==> src/rtl/led_pkg.sv <==
// led_pkg: constants and feeder FSM states shared by the LED feeder and controller
package led_pkg;
    localparam int LED_DATA_W      = 16;
    localparam int LED_FRAME_WORDS = 256;
    localparam int LED_WC_W        = 9;

    typedef enum logic [2:0] {
        ST_IDLE,
        ST_LOAD,
        ST_SHIFT,
        ST_GAP,
        ST_WAIT,
        ST_DONE
    } feed_state_t;
endpackage

==> src/rtl/led_word_fifo.sv <==
// led_word_fifo: synchronous FIFO with registered full/empty flags and occupancy count
module led_word_fifo #(
    parameter int W     = 16,
    parameter int DEPTH = 4
) (
    input  logic         clk,
    input  logic         rst,
    input  logic         wr_en,
    input  logic [W-1:0] wr_data,
    input  logic         rd_en,
    output logic [W-1:0] rd_data,
    output logic         full,
    output logic         empty
);
    localparam int AW = $clog2(DEPTH);

    logic [W-1:0]  mem [DEPTH];
    logic [AW-1:0] wp, rp;
    logic [AW:0]   count, count_n;
    logic          do_rd, do_wr;

    // a pop frees a slot in the same cycle, so a write while full is fine then
    assign do_rd   = rd_en && !empty;
    assign do_wr   = wr_en && (!full || do_rd);
    assign count_n = count + {{AW{1'b0}}, do_wr} - {{AW{1'b0}}, do_rd};
    assign rd_data = mem[rp];

    always_ff @(posedge clk or posedge rst)
        if (rst) begin
            wp    <= '0;
            rp    <= '0;
            count <= '0;
            full  <= 1'b0;
            empty <= 1'b1;
        end else begin
            wp    <= do_wr ? wp + 1'b1 : wp;
            rp    <= do_rd ? rp + 1'b1 : rp;
            count <= count_n;
            full  <= count_n == (AW + 1)'(DEPTH);
            empty <= count_n == '0;
        end

    always_ff @(posedge clk)
        if (do_wr) mem[wp] <= wr_data;
endmodule

==> src/rtl/led_serial_feeder.sv <==
// led_serial_feeder: buffers parallel grayscale words and shifts them out LSB first
// as the DAI/DEN stream, one bounded frame of FRAME_WORDS words per start.
module led_serial_feeder
    import led_pkg::*;
#(
    parameter int DATA_W      = LED_DATA_W,
    parameter int FIFO_DEPTH  = 4,
    parameter int FRAME_WORDS = LED_FRAME_WORDS,
    parameter int GAP_CYCLES  = 0
) (
    input  logic                clk,
    input  logic                rst,
    input  logic                start,
    input  logic                s_valid,
    input  logic [DATA_W-1:0]   s_data,
    output logic                s_ready,
    output logic                dai,
    output logic                den,
    output logic                busy,
    output logic                frame_done,
    output logic                underrun,
    output logic [LED_WC_W-1:0] word_cnt
);
    localparam int BW = $clog2(DATA_W);
    localparam int GW = GAP_CYCLES > 1 ? $clog2(GAP_CYCLES) : 1;
    localparam logic [BW-1:0] LAST_BIT = BW'(DATA_W - 1);

    feed_state_t         state, state_n;
    logic [DATA_W-1:0]   shreg, shreg_n, fifo_data;
    logic [BW-1:0]       bit_cnt, bit_n;
    logic [GW-1:0]       gap_cnt, gap_n;
    logic [LED_WC_W-1:0] wc_n;
    logic                busy_n, und_n, fd_n, den_n, dai_n, load, fifo_full, fifo_empty;

    assign s_ready = !fifo_full;

    led_word_fifo #(.W(DATA_W), .DEPTH(FIFO_DEPTH)) u_fifo (
        .clk     (clk),
        .rst     (rst),
        .wr_en   (s_valid && s_ready),
        .wr_data (s_data),
        .rd_en   (load),
        .rd_data (fifo_data),
        .full    (fifo_full),
        .empty   (fifo_empty)
    );

    always_ff @(posedge clk or posedge rst)
        if (rst) begin
            state      <= ST_IDLE;
            shreg      <= '0;
            bit_cnt    <= '0;
            gap_cnt    <= '0;
            word_cnt   <= '0;
            busy       <= 1'b0;
            underrun   <= 1'b0;
            frame_done <= 1'b0;
            den        <= 1'b0;
            dai        <= 1'b0;
        end else begin
            state      <= state_n;
            shreg      <= shreg_n;
            bit_cnt    <= bit_n;
            gap_cnt    <= gap_n;
            word_cnt   <= wc_n;
            busy       <= busy_n;
            underrun   <= und_n;
            frame_done <= fd_n;
            den        <= den_n;
            dai        <= dai_n;
        end

    always_comb begin
        state_n = state;
        shreg_n = shreg;
        bit_n   = bit_cnt;
        gap_n   = gap_cnt;
        wc_n    = word_cnt;
        busy_n  = busy;
        und_n   = underrun;
        fd_n    = 1'b0;
        den_n   = 1'b0;
        dai_n   = 1'b0;
        load    = 1'b0;
        case (state)
            ST_IDLE:
                if (start) begin
                    state_n = ST_LOAD;
                    busy_n  = 1'b1;
                    wc_n    = '0;
                    und_n   = 1'b0;
                end
            ST_LOAD:
                if (!fifo_empty) load = 1'b1;
                else state_n = ST_WAIT;
            ST_SHIFT:
                if (bit_cnt != LAST_BIT) begin
                    den_n   = 1'b1;
                    dai_n   = shreg[0];
                    shreg_n = shreg >> 1;
                    bit_n   = bit_cnt + 1'b1;
                end else begin
                    wc_n = 32'(word_cnt) >= FRAME_WORDS ? word_cnt : word_cnt + 1'b1;
                    if (32'(word_cnt) + 1 >= FRAME_WORDS) begin
                        state_n = ST_DONE;
                        busy_n  = 1'b0;
                        fd_n    = 1'b1;
                    end else if (GAP_CYCLES > 0) begin
                        state_n = ST_GAP;
                        gap_n   = '0;
                    end else if (!fifo_empty) begin
                        load = 1'b1;
                    end else begin
                        und_n   = 1'b1;
                        state_n = ST_WAIT;
                    end
                end
            // the final gap cycle loads directly so the gap is exactly GAP_CYCLES long
            ST_GAP:
                if (32'(gap_cnt) + 1 < GAP_CYCLES) gap_n = gap_cnt + 1'b1;
                else if (!fifo_empty) load = 1'b1;
                else begin
                    und_n   = 1'b1;
                    state_n = ST_WAIT;
                end
            ST_WAIT:
                if (!fifo_empty) state_n = ST_LOAD;
            ST_DONE:
                state_n = ST_IDLE;
            default:
                state_n = ST_IDLE;
        endcase
        if (load) begin
            state_n = ST_SHIFT;
            shreg_n = fifo_data >> 1;
            bit_n   = '0;
            den_n   = 1'b1;
            dai_n   = fifo_data[0];
        end
    end
endmodule

==> config.mk <==
export PLATFORM = sky130hd
export DESIGN_NAME = led_serial_feeder
export DESIGN_NICKNAME = d
export VERILOG_FILES = /design/src/rtl/led_pkg.sv /design/src/rtl/led_word_fifo.sv /design/src/rtl/led_serial_feeder.sv
export SDC_FILE = /design/constraint.sdc
export NUM_CORES = 1
export LEC_CHECK = 0
export CORE_MARGIN = 2
export CORE_UTILIZATION = 50
export CTS_BUF_LIST = sky130_fd_sc_hd__clkbuf_16
export DETAILED_ROUTE_END_ITERATION = 7
export PLACE_DENSITY = 0.69
export SLEW_MARGIN = 20
export SYNTH_ARGS = -nofsm -noshare
export SYNTH_HDL_FRONTEND = slang
export SYNTH_SLANG_ARGS = --single-unit
==> constraint.sdc <==
create_clock -name clk -period 3.03 [get_ports clk]
set_input_delay 0.606 -clock clk [delete_from_list [all_inputs] [get_ports clk]]
set_output_delay 0.606 -clock clk [all_outputs]
set_load 0.01 [all_outputs]
## After elaboration in Yosys (flattened, before gate mapping)

Memory sizes are Yosys's and may differ from the RTL's.
Cells that the tools add are included.

- Register bits: 47
- Latch bits: 0
- RAM bits: 64
- Memory bits (read-only): 0
- Input bits: 20
- Output and inout bits: 15
- Memories: 1

- Add/subtract/negate cells: 9
- $mul: 0
- Div/mod/pow operators: 0
- $lt $le $gt $ge: 3
- Equality and inequality tests: 16
- Shift operators: 0
- Multiplexer cells: 44
- Bitwise logic cells: 0
- Reductions and logical operators: 18

Memories:

| memory | words | width | rd ports | clocked after memory_dff | write ports | RTL line | source |
|---|---|---|---|---|---|---|---|
| u_fifo.mem | 4 | 16 | 1 | 0 | 1 | led_word_fifo.sv:17 | `logic [W-1:0] mem [DEPTH];` |

Operator list:

| kind | count |
|---|---|
| $mux 16 | 3 |
| $mux 9 | 3 |
| $mux 1 | 23 |
| $mux 3 | 7 |
| $pmux 9 s2 | 1 |
| $pmux 3 s5 | 1 |
| $mux 4 | 3 |
| $ne 2x2->1 const B | 6 |
| $ne 3x2->1 const B | 4 |
| $reduce_and 4->1 | 3 |
| $add 9x1->10 const B | 1 |
| $ge 10x9->1 const B | 1 |
| $add 9x1->9 const B | 1 |
| $ge 9x9->1 const B | 1 |
| $eq 3x2->1 const B | 2 |
| $eq 3x3->1 const B | 2 |
| $logic_not 3->1 | 2 |
| $pmux 1 s3 | 2 |
| $reduce_bool 2->1 | 3 |
| $reduce_and 5->1 | 1 |
| $add 2x1->2 const B | 2 |
| $add 4x1->4 const B | 1 |
| $ne 4x4->1 const B | 1 |
| $reduce_and 2->1 | 2 |
| 11 further kinds | 14 |

## Logic depth before layout (Yosys ltp)

- Depth in word-level cells: 11
- Mapped depth: 13
- Mapped depth without buffers: 12

## Hierarchy

A second synthesis with hierarchy kept.

- Cells, all modules: 299
- Area, all modules: 4564.4 um2

By module, submodules not included:

| module | times used | cells each | area each (um2) | seq. area each (um2) |
|---|---|---|---|---|
| led_word_fifo | 1 | 123 | 2817.7 | 2148.3 |
| led_serial_feeder | 1 | 176 | 1746.7 | 900.9 |

## Worst setup path after synthesis

OpenSTA, ideal clock, no wires.

- Kind: register to register
- Start point: register word_cnt[0]
- End point: register u_fifo.full
- Library setup time: 0.088 ns
- Arrival: 2.804 ns
- Required time: 2.942 ns
- Path slack: 0.138 ns
- Stages on the path, launching flop included: 14
- Path buffers: 1
- Period minus slack after synthesis: 2.892 ns
- Path through: dfrtp_1 -> ha_1 -> and3_2 -> and4_4 -> o21ai_2 -> nand2_1 -> buf_6 -> ha_1 -> inv_1 -> ha_1 -> fa_1 -> xnor2_1 -> xnor2_1 -> nor3b_1

- Word-level cells in the longest chain between the ends: 11

RTL lines:

| item | RTL line | source |
|---|---|---|
| from (decl) | led_serial_feeder.sv:22 | `output logic [LED_WC_W-1:0] word_cnt` |
| from (signal assigned) | led_serial_feeder.sv:65 | `word_cnt <= wc_n;` |
| $add 9x1->10 (*) | led_serial_feeder.sv:104 | `if (32'(word_cnt) + 1 >= FRAME_WORDS) begin` |
| $ge 10x9->1 (*) | led_serial_feeder.sv:104 |  |
| $mux 1 (*) | led_serial_feeder.sv:104 |  |
| $mux 1 (*) | led_serial_feeder.sv:97 | `if (bit_cnt != LAST_BIT) begin` |
| $pmux 1 s3 (*) | led_serial_feeder.sv:85 | `case (state)` |
| $logic_and 1x1->1 (*) | led_word_fifo.sv:23 | `assign do_rd = rd_en && !empty;` |
| named net u_fifo.do_rd | led_word_fifo.sv:20 | `logic do_rd, do_wr;` |
| $logic_or 1x1->1 | led_word_fifo.sv:24 | `assign do_wr = wr_en && (!full \|\| do_rd);` |
| $logic_and 1x1->1 | led_word_fifo.sv:24 |  |
| $add 3x1->3 | led_word_fifo.sv:25 | `assign count_n = count + {{AW{1'b0}}, do_wr} - {{AW{1'b0}}, do_rd};` |
| $sub 3x1->3 (*) | led_word_fifo.sv:25 |  |
| named net u_fifo.count_n[2] | led_word_fifo.sv:19 | `logic [AW:0] count, count_n;` |
| $eq 3x3->1 (*) | led_word_fifo.sv:39 | `full <= count_n == (AW + 1)'(DEPTH);` |
| to (signal assigned) | led_word_fifo.sv:39 |  |
| to (decl) | led_word_fifo.sv:12 | `output logic full,` |

Mark *: on every way through the listed nets, which the timed path passes. The rest lies on a longest branch.
A chain may end at the register's enable or synchronous reset.

## Worst setup path in the final report

- Start point: register word_cnt[1]
- End point: register u_fifo.full

- Word-level cells in the longest chain between the ends: 11

RTL lines:

| item | RTL line |
|---|---|
| $add 9x1->10 (*) | led_serial_feeder.sv:104 |
| $ge 10x9->1 (*) | led_serial_feeder.sv:104 |
| $mux 1 (*) | led_serial_feeder.sv:104 |
| $mux 1 (*) | led_serial_feeder.sv:97 |
| $pmux 1 s3 (*) | led_serial_feeder.sv:85 |
| $logic_and 1x1->1 (*) | led_word_fifo.sv:23 |
| $logic_or 1x1->1 | led_word_fifo.sv:24 |
| $logic_and 1x1->1 | led_word_fifo.sv:24 |
| $add 3x1->3 | led_word_fifo.sv:25 |
| $sub 3x1->3 (*) | led_word_fifo.sv:25 |
| named net u_fifo.count_n[2] | led_word_fifo.sv:19 |
| $eq 3x3->1 (*) | led_word_fifo.sv:39 |

Marks and branches as above.

==> impl_results.md <==
* Rel. slew slack at 46.4%
* Pin count of the biggest net entering global routing at 46
* DRC at 0
* Std cell rows at 34
* CP endpoint kind: flop
* Worst Tran Pin Value at 0.803 ns
* Via count at 2472
* WS Path Type: flop to flop
* Async S/R FF share, synth at 41.3%
* Leakage at 2.04 nW
* Ys flop type: edfxtp_1
* Most common cell after layout, fill and taps aside: edfxtp_1
* ANT nets after route at 0
* Sw Share at 31.0%
* Initial antenna violation count at 0
* Critical Path Max Stage Delay at 0.42 ns
* Post-Route WL at 7760 um
* Sequential area share after synthesis at 67.1%
* Clk_lat worst skew at 0.34 ns
* GR Overflow Total at 0
* Most Frequent Cell on Critical Path: ha_1
* Number of port buffers at 34
* Vias per inst at 5.58
* Overall Power at 4.88 mW
* Worst-path cell chain: ha_1 > and3_2 > and4_4 > o21ai_4 > nand2_1 > ha_1 > inv_1 > ha_1 > fa_1 > xnor2_1 > xnor2_1 > nor3b_2
* Syn-to-layout area delta at 16.8%
* I/O pin count at 35
* Final Hold Violating Endpoints at 0
* Slew Viols, Final at 0
* Gr usage total at 17.1%
* Outcome: finished, final reports clean
* Die area at 9870 um^2
* Starting density of the core at 51.9%
* Combinational fraction of design power at 30.5%
* Clock buffer count from CTS at 9
* Layout net count at 359
* Critical Path RT at 3.29 ns
* Post-CTS Hold Buffers at 0
* # H-tree levels at 3
* Synth area leaders: edfxtp_1 42%, dfrtp_1 24%, mux4_2 7.9%, and2_1 2.5%, ha_1 2.2%
* Internal power at 3.37 mW
* Fmax achieved at 0.343 GHz
* First-pass GRT wire length at 13000 um
* Post-synth top area share at 42.3%
* CP arrival at 3.18 ns
* Post-synth EDFFs at 64
* Share of cells above drive strength 1 at 17.6%
* HPWL Detailed at 4800 um
* 1st-iter DRT viols at 187
* Drt pass-1 iters at 4
* Clk network pwr share at 24.5%
* # diodes at 0
* CP Launch Type: flop
* Vert. Die Dim at 99.3 um
* Synth Cell Area at 4550 um^2
* # setup viols final at 0
* Drt wl/cell at 17.5 um
* CTS tree: built
* Placed cells at 426
* Hold Crit Class: flop to flop
* Min setup slack post-route at 0.113 ns
* Critical Path Fanout Max at 5
* Clock Root Buffer: clkbuf_16
* Synthesized net count at 316
* Post-Synthesis Cells at 287
* # clock sinks at 109
* Mean Syn Cell Area at 15.8 um^2
* Commonest cells after routing, fill and taps aside: 64 x edfxtp_1, 44 x dfrtp_1, 34 x clkdlybuf4s50_1, 18 x and2_1, 16 x mux4_2
* Sum Neg Setup Slack at 0 ns
* Minimum clock period at 2.92 ns
* Area leader, netlist: edfxtp_1
* Skew final at 0.00662 ns
* Period utilization at 96.3%
* Non-filler cells, final at 443
* Clock Pin Slew Worst Setup and Hold Paths at 0.07 ns
* Dpl ws at 0.141 ns
* Pwr dens at 920 nW/um^2
* Longest Clk Path Bufs at 2
* Synthesized flop and latch total at 109
* Seq pwr share at 45.1%
* Worst vdd ir at 0.433 mV
* Slowest CP cell: dfrtp_1
* Warnings from Yosys at 0
* Core box area at 8760 um^2
* Count of cell types in the netlist at 47
* Die Width at 99.3 um
* Vias in the first global route at 2557
* Final GP Congestion at 0.731
* Max Cap Viol at 0
* Psw at 1.51 mW
==> flip-flops by register name (all words and copies together) (netlist names) <==
name          count
state             3
underrun          1
bit_cnt           4
shreg            15
u_fifo.mem       64
dai               1
u_fifo.count      3
word_cnt          9
frame_done        1
u_fifo.empty      1
den               1
busy              1
u_fifo.rp         2
u_fifo.full       1
u_fifo.wp         2
==> worst max-delay path, delay by kind of cell, from the launching register on <==
family / cells / cell delay [ns]
simple gates: 4 / 0.74
buf+inv: 1 / 0.04
xor+xnor: 2 / 0.41
fa+ha+maj: 4 / 1.06
compound gates: 1 / 0.16
flops: 1 / 0.42
==> Yosys cell counts (5+ instances only) <==
cell type  count
dfrtp_1       44
nand3_1       10
xor2_1         9
and2_1        18
inv_1         12
a221o_1        7
and3_1         5
edfxtp_1      64
nor2_1        11
mux4_2        16
a221o_2        7
nor3_1         6
nand2_1       14
ha_1           8
==> final timing paths <==
kind                                               from                      end  slack (ns)  cells past startpoint
worst max-delay path            word_cnt[1]$_DFFE_PP0P_    u_fifo.full$_DFF_PP0_        0.11                     12
worst min-delay path               underrun$_DFFE_PP0P_     underrun$_DFFE_PP0P_        0.50                      1
worst max register to register  word_cnt[1]$_DFFE_PP0P_    u_fifo.full$_DFF_PP0_        0.11                     12
worst min register to register     underrun$_DFFE_PP0P_     underrun$_DFFE_PP0P_        0.50                      1
max in group asynchronous                           rst     shreg[5]$_DFFE_PP0P_        1.91                      3
min in group asynchronous                           rst  word_cnt[4]$_DFFE_PP0P_        0.71                      3
==> layer usage <==
metal,vias up,GRT usage (%),wire length (um),part of all wire [%]
met5,-,0,0,0
met4,0,5.06,68,0.88
met3,8,3.87,282,3.6
met2,44,29.0,3940,51
met1,1258,22.3,3480,45
li1,1162,-,-,-
==> per-stage QoR <==
stage	util, %	hold slack, ns	area, um^2
global placement	56.8	0.489	4980
CTS	60.3	0.514	5290
floorplan	-	0.471	4550
finish	60.6	0.505	5310
detailed placement	56.8	0.494	4980
global route	60.6	0.528	5310
==> power groups by stage <==
| stage | clock network (mW) | logic [mW] | registers [mW] |
|---|---|---|---|
| 2_1_floorplan | 0 | 1.26 | 2.10 |
| 5_1_grt | 1.28 | 1.64 | 2.25 |
| 3_3_place_gp | 0 | 1.40 | 2.22 |
| 4_1_cts | 1.22 | 1.45 | 2.21 |
| 3_5_place_dp | 0 | 1.45 | 2.24 |
| 6_report | 1.20 | 1.49 | 2.20 |
==> timing repair <==
item | in CTS | in global routing
gates resized for setup | 0 | 2
setup endpoints to repair | 0 | 1
setup buffers | 0 | 1
==> kinds of logic (layout without fill, tap and decap cells) <==
kind of cell    Yosys count  after routing  share of synthesized area (%)
compound gates           31             31                           5.78
xor+xnor                 12             12                           2.31
fa+ha+maj                 9              9                           2.64
buf+inv                  26             74                           3.72
flops                   109            109                           67.1
mux                      18             18                           8.37
simple gates             82             82                           10.1
==> cell type report <==
cell class / count / area [um^2]
inverter: 12 / 45.0
timing repair buffer: 46 / 430
multi-input combinational: 152 / 1340
clock buffer: 9 / 225
sequential: 109 / 3050
clock inverter: 7 / 82.6
tap: 108 / 135
fill: 659 / 3460
Power figures use the tool's default switching activity.
